## src/rtl/alu_seq_pkg.sv

```systemverilog
// Shared types and constants for the ALU op sequencer: op codes, FSM states,
// ALU control encodings and the captured command record.
package alu_seq_pkg;

  localparam int unsigned CMD_ADDR_W = 5;
  localparam int unsigned CMD_DATA_W = 32;

  typedef enum logic [1:0] {
    OP_ADD  = 2'd0,
    OP_ADDI = 2'd1,
    OP_BNE  = 2'd2,
    OP_ILL  = 2'd3
  } op_e;

  typedef enum logic [1:0] {
    S_IDLE = 2'd0,
    S_EXEC = 2'd1,
    S_RESP = 2'd2
  } state_e;

  localparam logic ALU_ADD = 1'b0;
  localparam logic ALU_SUB = 1'b1;

  // "type" is a keyword, so the op code field is named op.
  typedef struct packed {
    op_e                   op;
    logic [CMD_ADDR_W-1:0] rs1;
    logic [CMD_ADDR_W-1:0] rs2;
    logic [CMD_ADDR_W-1:0] rd;
    logic [CMD_DATA_W-1:0] imm;
  } cmd_t;

endpackage

```

## src/rtl/alu_seq_ctrl_decode.sv

```systemverilog
// Combinational map from a captured command to datapath control bits.
module alu_seq_ctrl_decode
  import alu_seq_pkg::*;
(
  input  cmd_t cmd,
  output logic alu_src,
  output logic alu_ctrl,
  output logic we_req,
  output logic is_branch,
  output logic is_ill
);

  always_comb begin
    alu_src   = (cmd.op == OP_ADDI);
    alu_ctrl  = (cmd.op == OP_BNE) ? ALU_SUB : ALU_ADD;
    // Writes to r0 are suppressed so the zero register stays zero.
    we_req    = ((cmd.op == OP_ADD) || (cmd.op == OP_ADDI)) && (cmd.rd != '0);
    is_branch = (cmd.op == OP_BNE);
    is_ill    = (cmd.op == OP_ILL);
  end

  logic unused_fields;
  assign unused_fields = ^{cmd.rs1, cmd.rs2, cmd.imm};

endmodule

```

## src/rtl/alu_op_sequencer.sv

```systemverilog
// Multi-cycle IDLE/EXEC/RESP controller driving the register-file/ALU datapath.
// Optional performance counters are enabled by defining PERF_CNT_EN.
module alu_op_sequencer
  import alu_seq_pkg::*;
#(
  parameter int unsigned ADDR_W = CMD_ADDR_W,
  parameter int unsigned DATA_W = CMD_DATA_W,
  parameter int unsigned CNT_W  = 16
) (
  input  logic              clk,
  input  logic              rst_n,
  input  logic              op_valid,
  output logic              op_ready,
  input  logic [1:0]        op_type,
  input  logic [ADDR_W-1:0] op_rs1,
  input  logic [ADDR_W-1:0] op_rs2,
  input  logic [ADDR_W-1:0] op_rd,
  input  logic [DATA_W-1:0] op_imm,
  output logic [ADDR_W-1:0] rs1,
  output logic [ADDR_W-1:0] rs2,
  output logic [ADDR_W-1:0] rd,
  output logic              reg_we,
  output logic              alu_src,
  output logic [DATA_W-1:0] imm_op,
  output logic              alu_ctrl,
  input  logic              eq,
  output logic              resp_valid,
  input  logic              resp_ready,
  output logic              resp_taken,
  output logic              resp_err,
  output logic [CNT_W-1:0]  retire_cnt,
  output logic [CNT_W-1:0]  stall_cnt,
  output logic [CNT_W-1:0]  taken_cnt
);

  state_e           state_q, state_d;
  cmd_t             cmd_q, cmd_d;
  logic             resp_taken_q, resp_taken_d;
  logic             resp_err_q, resp_err_d;
  logic [CNT_W-1:0] retire_cnt_q, retire_cnt_d;

  cmd_t op_cmd;
  logic accept, retire;
  logic dec_alu_src, dec_alu_ctrl, dec_we_req, dec_is_branch, dec_is_ill;

  assign op_cmd = '{op: op_e'(op_type), rs1: op_rs1, rs2: op_rs2, rd: op_rd, imm: op_imm};

  alu_seq_ctrl_decode u_decode (
    .cmd       (cmd_q),
    .alu_src   (dec_alu_src),
    .alu_ctrl  (dec_alu_ctrl),
    .we_req    (dec_we_req),
    .is_branch (dec_is_branch),
    .is_ill    (dec_is_ill)
  );

  // op_ready follows resp_ready in RESP so a new op can overlap the response hand-off.
  assign op_ready = (state_q == S_IDLE) || ((state_q == S_RESP) && resp_ready);
  assign accept   = op_valid && op_ready;
  assign retire   = (state_q == S_RESP) && resp_ready;

  always_comb begin
    state_d      = state_q;
    cmd_d        = cmd_q;
    resp_taken_d = resp_taken_q;
    resp_err_d   = resp_err_q;
    retire_cnt_d = retire_cnt_q;
    case (state_q)
      S_IDLE: begin
        if (accept) begin
          cmd_d   = op_cmd;
          state_d = S_EXEC;
        end
      end
      S_EXEC: begin
        resp_taken_d = dec_is_branch && !eq;
        resp_err_d   = dec_is_ill;
        state_d      = S_RESP;
      end
      S_RESP: begin
        if (retire) begin
          retire_cnt_d = retire_cnt_q + 1'b1;
          if (accept) begin
            cmd_d   = op_cmd;
            state_d = S_EXEC;
          end else begin
            state_d = S_IDLE;
          end
        end
      end
      default: state_d = S_IDLE;
    endcase
  end

  always_ff @(posedge clk or negedge rst_n) begin
    if (!rst_n) begin
      state_q      <= S_IDLE;
      cmd_q        <= '0;
      resp_taken_q <= 1'b0;
      resp_err_q   <= 1'b0;
      retire_cnt_q <= '0;
    end else begin
      state_q      <= state_d;
      cmd_q        <= cmd_d;
      resp_taken_q <= resp_taken_d;
      resp_err_q   <= resp_err_d;
      retire_cnt_q <= retire_cnt_d;
    end
  end

  // Datapath controls track the command register, so they hold outside EXEC.
  assign rs1        = cmd_q.rs1;
  assign rs2        = cmd_q.rs2;
  assign rd         = cmd_q.rd;
  assign imm_op     = cmd_q.imm;
  assign alu_src    = dec_alu_src;
  assign alu_ctrl   = dec_alu_ctrl;
  assign reg_we     = (state_q == S_EXEC) && dec_we_req;
  assign resp_valid = (state_q == S_RESP);
  assign resp_taken = resp_taken_q;
  assign resp_err   = resp_err_q;
  assign retire_cnt = retire_cnt_q;

`ifdef PERF_CNT_EN
  logic [CNT_W-1:0] stall_cnt_q, stall_cnt_d;
  logic [CNT_W-1:0] taken_cnt_q, taken_cnt_d;

  always_comb begin
    stall_cnt_d = stall_cnt_q;
    taken_cnt_d = taken_cnt_q;
    if (resp_valid && !resp_ready) stall_cnt_d = stall_cnt_q + 1'b1;
    if (retire && dec_is_branch && resp_taken_q) taken_cnt_d = taken_cnt_q + 1'b1;
  end

  always_ff @(posedge clk or negedge rst_n) begin
    if (!rst_n) begin
      stall_cnt_q <= '0;
      taken_cnt_q <= '0;
    end else begin
      stall_cnt_q <= stall_cnt_d;
      taken_cnt_q <= taken_cnt_d;
    end
  end

  assign stall_cnt = stall_cnt_q;
  assign taken_cnt = taken_cnt_q;
`else
  logic unused_branch;
  assign unused_branch = dec_is_branch;
  assign stall_cnt     = '0;
  assign taken_cnt     = '0;
`endif

endmodule
```

## config.mk

```make
export PLATFORM = sky130hd
export DESIGN_NAME = alu_op_sequencer
export DESIGN_NICKNAME = d
export VERILOG_FILES = /design/src/rtl/alu_seq_pkg.sv /design/src/rtl/alu_seq_ctrl_decode.sv /design/src/rtl/alu_op_sequencer.sv
export SDC_FILE = /design/constraint.sdc
export NUM_CORES = 1
export LEC_CHECK = 0
export ABC_CLOCK_PERIOD_IN_PS = 1500
export CAP_MARGIN = 20
export CORE_ASPECT_RATIO = 1.75
export CORE_UTILIZATION = 38
export DETAILED_ROUTE_END_ITERATION = 6
export PLACE_DENSITY = 0.77
export SYNTH_ARGS = -nofsm -noshare
export SYNTH_HDL_FRONTEND = slang
export SYNTH_SLANG_ARGS = --single-unit
export TNS_END_PERCENT = 10
```

## constraint.sdc

```tcl
create_clock -name clk -period 1.5 [get_ports clk]
set_input_delay 0.3 -clock clk [delete_from_list [all_inputs] [get_ports clk]]
set_output_delay 0.3 -clock clk [all_outputs]
set_load 0.05 [all_outputs]
```

* Word level (Yosys, flattened, before mapping)
Cells that the tools add are included.
** Storage, ports and cells
- Flip-flop bits (word level) :: 69
- Input bits :: 54
- Output and inout port bits :: 102
- Logic and storage cells :: 40
** Operators by class
- Add/subtract/negate cells :: 1
- Equal/unequal tests :: 7
- Muxes and demuxes :: 8
- Reductions and logical operators :: 15
** Operators by type and width (number)
- $mux 49 :: 2
- $pmux 49 s2 :: 1
- $add 16x1->16 const B :: 1
- $eq 2x2->1 const B :: 3
- $pmux 2 s3 :: 1
- $reduce_and 2->1 :: 3
- $logic_and 1x1->1 :: 5
- $reduce_bool 5->1 :: 1
- $eq 2x1->1 const B :: 2
- $logic_not 2->1 :: 2
- $mux 2 :: 2
- $logic_or 1x1->1 :: 2
- $mux 1 :: 2
- $ne 2x1->1 const B :: 1
- $ne 2x2->1 const B :: 1
- $reduce_bool 2->1 :: 1
- $logic_not 1->1 :: 1

* Logic depth before layout (Yosys ltp)
Gate-level depths: netlist (run 1).
- Word-level depth :: 7
- Mapped depth :: 6
- Mapped depth without buffers :: 5

* By module
Synthesis (run 1) repeated with hierarchy kept, for this count alone.
** Unflattened totals
- Cell total of the unflattened synthesis :: 267
- Area total of the unflattened synthesis :: 3578.4 sq um
** Modules (own cells, without submodules)
- alu_op_sequencer :: instances 1, cells an instance 260, area each 3538.4 sq um, sequential area each 1726.7 sq um
- alu_seq_ctrl_decode :: instances 1, cells an instance 7, area each 40.0 sq um, sequential area each 0.0 sq um

* Least setup slack after synthesis (run 1)
Ideal clock, no wire load.
- Kind :: register -> output
- From :: register state_q[1]
- To :: output port reg_we
- Arrival :: 1827 ps
- Required time :: 1200 ps
- Path slack :: -627 ps
- Cell stages (with the launch flop) :: 3
- Path buffers :: 0
- Cell sequence :: dfrtp_1 nand2b_1 a211oi_1
** Between the ends
- Cells in the longest elaborated chain, start to end :: 2
** RTL lines
- start: declaration :: RTL line alu_op_sequencer.sv:36 : state_e state_q, state_d;
- start signal: assignment :: RTL line alu_op_sequencer.sv:103 : state_q <= state_d;
- $eq 2x1->1 :: RTL line alu_op_sequencer.sv:118 : assign reg_we = (state_q == S_EXEC) && dec_we_req;
- $logic_and 1x1->1 :: RTL line alu_op_sequencer.sv:118
- end: declaration :: RTL line alu_op_sequencer.sv:22 : output logic reg_we,
No other way between the ends.

* Final worst setup path (run 1)
- From :: register state_q[0]
- To :: register cmd_q (netlist bit rs1[0])
** Between the ends
- Cells in the longest elaborated chain, start to end :: 7
- Elaborated cells between the ends (all ways) :: 11
- Those cells by class :: 2 x eq/ne; 3 x mux; 6 x reduce/logical
** RTL lines
- $eq 2x2->1 :: RTL line alu_op_sequencer.sv:58, alu_op_sequencer.sv:60, alu_op_sequencer.sv:68
- $logic_and 1x1->1 :: RTL line alu_op_sequencer.sv:58, alu_op_sequencer.sv:60
- $logic_or 1x1->1 :: RTL line alu_op_sequencer.sv:58 : assign op_ready = (state_q == S_IDLE) || ((state_q == S_RESP) && resp_ready);
- $logic_and 1x1->1 :: RTL line alu_op_sequencer.sv:59 : assign accept = op_valid && op_ready;
- $mux 49 (2 in series)
- $pmux 49 s2 :: RTL line alu_op_sequencer.sv:68 : case (state_q)
- end signal: assignment :: RTL line alu_op_sequencer.sv:104 : cmd_q <= cmd_d;
- end: declaration :: RTL line alu_op_sequencer.sv:37 : cmd_t cmd_q, cmd_d;
Parallel ways exist; a longest one is shown, timed or not. The select of a mux whose other input is x is not followed.
A chain may end at the register's enable or synchronous reset.

==> impl_metrics.ini, run 1 <==
[cells_and_area]
antenna-diode-count = 0
drive_above_1_share = 0.481
finalInstanceArea_mm2 = 0.00573
final_cells = 496
syn2layout_area_growth_pct = 62.2
finalNetCount = 426
fillers = 677

[synthesis]
syn_inst = 268
avgSynthCellArea_um2 = 13.2
synth-edff-count = 0
ys_warn_count = 0
yosysMostFrequentCell = buf_4
ys.flop_type = dfrtp_1
netlist_top_cells_area = dfrtp_1, mux2_4, buf_4
async_flop_share = 1.00
ys_ff_latch = 69
netlist_area_mm2 = 0.00354
synth_cell_types = 27
synth-seq-area-share = 0.488
synth_commonest_cells = buf_4, dfrtp_1, mux2_4
synth_area_leader_cell = dfrtp_1
synth_top_cell_area_share = 0.488

[global_routing]
antenna_found_initial = 0
grt_max_degree = 70
grt_pass1_vias = 2283
grt_usage = 0.168
gr-total-overflow = 0
grt_pass1_wl_mm = 11.7

[routing]
route.vias.total = 2155
post_drt_wl_per_cell_um = 15.1
drtIter0Drc = 96
drtPass1Iterations = 4
wl_mm = 7.47
antenna_left = 0
via_per_inst = 4.34
drc = 0

[sta]
setup_viol = 50
hold_ws_ps = 526
fin_crit_sh = 1.08
fin_skew_ps = 6.19
setup_slack_ps = -121
finalHoldViolCount = 0
drv_slew = 0
rsz0062_at_grt = yes
fmax_mhz = 617
fin_crit_ps = 1620

[floorplan]
die_h_um = 130
start_util = 0.391
io_pins = 156
die-area_mm2 = 0.00971
chipWidth_um = 74.9
core.rowCount = 46
core-area_mm2 = 0.00904

[critical_path]
start_kind = register
worstSetupPathType = reg -> reg
crit_path_end_kind = register
required_ps = 1710
cp.arrival_ps = 1830
cp_max_fo = 15

[power]
totalPowerFinal_mw = 9.93
powerDensity_mw_per_mm2 = 1730
p_leak_nw = 2.64
max-vdd-ir-drop_v = 0.00100

[status]
status = finished with violations
violations = negative setup slack

[run]
cap_violations = 0

[hold_path]
hold_path.class = in -> async

[placement]
hpwl_mm = 5.65
dp.cells = 477
post-place-ws_ps = -435
port_buffers = 123
place_area_mm2 = 0.00530
gp_congestion = 0.791

[cts]
clock-sinks = 69
cts_root_buf = clkbuf_16
cts_buffers = 9
cts_buffer_depth = 2
cts_tree = built
worstSkewPairLatency_ps = 330
cts_htree_levels = 3
clk_pin_slew_worst_paths_ps = 60
[layout make-up]
class | instances | area, µm² | area share
clock buffer | 9 | 225 | 0.0393
clock inverter | 7 | 98.8 | 0.0172
sequential | 69 | 1730 | 0.302
inverter | 2 | 7.51 | 0.00131
tap | 120 | 150 | 0.0262
multi-input combinational | 142 | 1340 | 0.234
timing repair buffer | 147 | 2180 | 0.381
[worst max-delay path, cell delays in order (launching register included)]
cell     delay, ps
dfrtp_1        400
buf_6          130
and2b_4        230
and2_4         230
buf_12         190
mux2_4         310
[state kept, by name (all words and copies together), names as in the netlist]
register    cells
imm_op         32
retire_cnt     16
rd              5
rs1             5
rs2             5
cmd_q           2
state_q         2
resp_err        1
resp_taken      1
[metal layers]
layer / routed length [µm] / vias up / GRT usage
met3: 445 / 11 / 0.0451
li1: - / 975 / -
met4: 165 / 0 / 0.0832
met2: 4370 / 101 / 0.301
met5: 0 / - / 0
met1: 2490 / 1068 / 0.176
[metrics by stage]
stage | utilization | setup TNS (ps)
floorplan | - | -7110
global placement | 0.586 | -22670
detailed placement | 0.586 | -24220
CTS | 0.629 | -5360
global route | 0.635 | -8280
finish | 0.635 | -4940
[worst paths after layout]
kind / slack (ps) / cells after the start / from / to
setup / recovery: -120 / 5 / state_q[0] / rs1[0]
hold / removal: 530 / 3 / rst_n / rs1[4]
setup reg to reg: -120 / 5 / state_q[0] / rs1[0]
hold reg to reg: 530 / 1 / retire_cnt[15] / retire_cnt[15]
max in group asynchronous: 640 / 3 / rst_n / retire_cnt[1]
min in group clk: 530 / 1 / retire_cnt[15] / retire_cnt[15]
[cell families after synthesis]
logic type,count (synthesis),synth area share
compound gates,4,0.00743
other cells,1,0.00106
xor+xnor,15,0.0372
flops,69,0.488
buf+inv,88,0.190
simple gates,41,0.0640
fa+ha+maj,1,0.00354
mux,49,0.208
[power breakdown]
part           internal, mW  leakage [nW]  switching [mW]
combinational          2.49          1.66            2.39
clock                  1.46         0.144           0.788
sequential             2.29         0.833           0.514
total                  6.24          2.64            3.69
[placed cells by master, fill, tap and decap left out, types with 2 or more instances in the layout]
cell type / instances
nand4_1: 4
clkinvlp_4: 4
buf_6: 3
clkbuf_16: 9
nor2_2: 2
buf_4: 15
nand2_1: 11
dfrtp_2: 2
dfrtp_1: 67
mux2_4: 49
bufinv_16: 2
nor2_1: 3
nand3_1: 3
clkdlybuf4s50_1: 52
xnor2_1: 10
xor2_1: 5
buf_12: 75
nor3_4: 2
nor2b_2: 3
o21ai_0: 2
conb_1: 32
[what timing repair did]
| item | CTS | global route |
|---|---|---|
| hold endpoints to repair | 2 | 0 |
| setup endpoints to repair | 59 | 62 |
| pin swaps | 3 | 6 |
| hold buffers | 1 | 0 |
| setup buffers | 2 | 0 |
| resized for setup | 8 | 16 |
(Power assumes the default switching activity.)
==> run 2, diff against run 1 <==
--- a/config.mk
+++ b/config.mk
@@ -5,10 +5,10 @@
 export SDC_FILE = /design/constraint.sdc
 export NUM_CORES = 1
 export LEC_CHECK = 0
-export ABC_CLOCK_PERIOD_IN_PS = 1500
 export CAP_MARGIN = 20
 export CORE_ASPECT_RATIO = 1.75
 export CORE_UTILIZATION = 38
+export CTS_CLUSTER_DIAMETER = 200
 export DETAILED_ROUTE_END_ITERATION = 6
 export PLACE_DENSITY = 0.77
 export SYNTH_ARGS = -nofsm -noshare
==> results of run 2 <==
Final layout, timing and power as in run 1 (identical DEF).
==> run 3, diff against run 2 <==
--- a/config.mk
+++ b/config.mk
@@ -10,8 +10,9 @@
 export CORE_UTILIZATION = 38
 export CTS_CLUSTER_DIAMETER = 200
 export DETAILED_ROUTE_END_ITERATION = 6
-export PLACE_DENSITY = 0.77
+export PLACE_DENSITY = 0.76
 export SYNTH_ARGS = -nofsm -noshare
 export SYNTH_HDL_FRONTEND = slang
+export SYNTH_HIERARCHICAL = 1
 export SYNTH_SLANG_ARGS = --single-unit
 export TNS_END_PERCENT = 10
==> run 3 against run 2 <==
The flow still finishes with violations (negative setup slack). Cell area shrank 0.79%. Utilization fell by 0.90 points. Global-route usage shrank 0.20 points. Wire length is 3.9% higher. Synthesized cell count fell by 0.37%. Maximum frequency increased by 3.5%. Flip-flop and latch count did not move. Worst hold slack lost 180 ps. Cell count down 0.40%. Largest power group unchanged. Highest routed layer unchanged.
==> impl_metrics.ini, run 3 <==
[sta]
hold_ws_ps = 346
fin_crit_ps = 1570
setup_viol = 45
fin_skew_ps = 4.93
fmax_mhz = 638
fin_crit_sh = 1.04
setup_slack_ps = -66.8
drv_slew = 0
finalHoldViolCount = 0
rsz0062_at_grt = yes

[cts]
clock-sinks = 69
cts_buffers = 9
cts_buffer_depth = 2
clk_pin_slew_worst_paths_ps = 50
cts_tree = built
cts_root_buf = clkbuf_16
cts_htree_levels = 3
worstSkewPairLatency_ps = 330

[floorplan]
start_util = 0.394
chipWidth_um = 75.4
die_h_um = 130
core-area_mm2 = 0.00909
die-area_mm2 = 0.00982
core.rowCount = 46
io_pins = 156

[critical_path]
slowest_stage = dfrtp_1
cp.arrival_ps = 1270
r2r_end = rd[1]
critPathMaxStageDelay_ps = 420
crit_start = state_q[1]
rr_worst_depth = 5
path_depth = 4
worstSetupPathType = reg -> out
r2r_start = state_q[1]
crit_path_end = reg_we
cp_max_fo = 3
r2r_slack_ps = -50
critPathTopFamily = flip-flops
crit_path_end_kind = output port
cp_num_buf_inv = 2
required_ps = 1200
start_kind = register
crit_chain = buf_6, nand2b_4, nor2_4, buf_12

[routing]
route.vias.total = 2145
drtIter0Drc = 52
drtPass1Iterations = 4
antenna_left = 0
via_per_inst = 4.34
wl_mm = 7.76
drc = 0
post_drt_wl_per_cell_um = 15.7

[global_routing]
antenna_found_initial = 0
gr-total-overflow = 0
grt_pass1_vias = 2304
grt_pass1_wl_mm = 11.7
grt_max_degree = 33
grt_usage = 0.166

[synthesis]
ys_warn_count = 6
ys_ff_latch = 69
netlist_area_mm2 = 0.00358
syn_inst = 267
async_flop_share = 1.00
netlist_top_cells_area = dfrtp_1, mux2_4, buf_4
synth_top_cell_area_share = 0.483
ys.flop_type = dfrtp_1
yosysMostFrequentCell = buf_4
synth-edff-count = 0
avgSynthCellArea_um2 = 13.4
synth_commonest_cells = buf_4, dfrtp_1, mux2_4
synth-seq-area-share = 0.483
synth_cell_types = 27
synth_area_leader_cell = dfrtp_1

[status]
status = finished with violations
violations = negative setup slack

[cells_and_area]
layout_common_cells = buf_12, dfrtp_1, clkdlybuf4s50_1, mux2_4, conb_1
finalNetCount = 424
drive_above_1_share = 0.468
utilization = 0.626
syn2layout_area_growth_pct = 59.0
largest_reg_flops = 32
final_common_cell = buf_12
antenna-diode-count = 0
fillers = 707

[placement]
hpwl_mm = 5.79
port_buffers = 123
gp_congestion = 0.744

[power]
max-vdd-ir-drop_v = 0.00101
p_leak_nw = 2.62
powerDensity_mw_per_mm2 = 1700

[hold_path]
hold_path.class = in -> reg

[run]
cap_violations = 0
[run 3: cell types whose count changed in the layout (fill, tap and decap cells not counted), moves of 3 or more]
cell,change
dfrtp_1,-5
dfrtp_2,+5
clkinvlp_4,-4
clkbuf_1,+3
clkbuf_16,+3
clkbuf_8,+3
nand2_1,-3
[run 3: worst min path at each step]
| stage | from | slack, ps | end | cells past startpoint |
|---|---|---|---|---|
| floorplan | rst_n | 4 | cmd_q[47] | 0 |
| finish | resp_ready | 350 | state_q[1] | 3 |
| global placement | rst_n | 260 | imm_op[12] | 1 |
| detailed placement | rst_n | 270 | imm_op[12] | 1 |
| global route | resp_ready | 370 | state_q[1] | 3 |
| CTS | rst_n | 470 | retire_cnt[15] | 2 |
[run 3: where the power goes]
group          total, mW  switching [mW]  internal (mW)  leakage, nW
clock               1.97           0.718           1.25        0.140
sequential          2.80           0.508           2.30        0.825
combinational       4.88            2.37           2.51         1.66
[run 3: final cells by class]
cell class | instances | area (µm²) | share of cell area
Clock buffer | 15 | 278 | 0.0488
Clock inverter | 1 | 5.00 | 0.000880
Inverter | 2 | 7.51 | 0.00132
Multi-Input combinational cell | 141 | 1300 | 0.228
Sequential cell | 69 | 1740 | 0.305
Tap cell | 120 | 150 | 0.0264
Timing Repair Buffer | 146 | 2220 | 0.390
[run 3: metal layers]
metal / GRT usage / up-vias / part of all wire
li1: - / 976 / -
met4: 0.0850 / 0 / 0.030
met3: 0.0521 / 15 / 0.063
met5: 0 / - / 0
met2: 0.293 / 111 / 0.55
met1: 0.172 / 1043 / 0.36
[run 3: through the flow]
stage | worst slack [ps] | power (mW) | cell area [µm²] | TNS (ps) | cells
finish | -66.8 | 9.65 | 5690 | -1180 | 494
global route | -136 | 10.0 | 5690 | -5490 | 494
CTS | -89.4 | 9.68 | 5590 | -1860 | 491
detailed placement | -404 | 7.59 | 5240 | -21260 | 470
global placement | -371 | 7.50 | 5240 | -19610 | 470
floorplan | -177 | 5.72 | 3710 | -8830 | 298
[run 3: kinds of logic after synthesis]
| family | after synthesis | synth area share |
|---|---|---|
| flops | 69 | 0.483 |
| buf+inv | 88 | 0.201 |
| xor+xnor | 15 | 0.0367 |
| mux | 50 | 0.209 |
| simple gates | 40 | 0.0622 |
| other cells | 1 | 0.00105 |
| compound gates | 3 | 0.00419 |
| fa+ha+maj | 1 | 0.00350 |
[run 3: tightest hold or removal path: stages]
cell and delay (ps):
dlymetal6s2s_1 100, nand2b_4 130, o21ai_0 80
[run 3: what timing repair did]
item                       4_1_cts  5_1_grt
buffers inserted                 4        0
setup endpoints to repair       51       59
hold buffers                     1        0
cloned                           0        3
resized for setup                6        7
pin swaps                        1        4
hold endpoints to repair        29        0
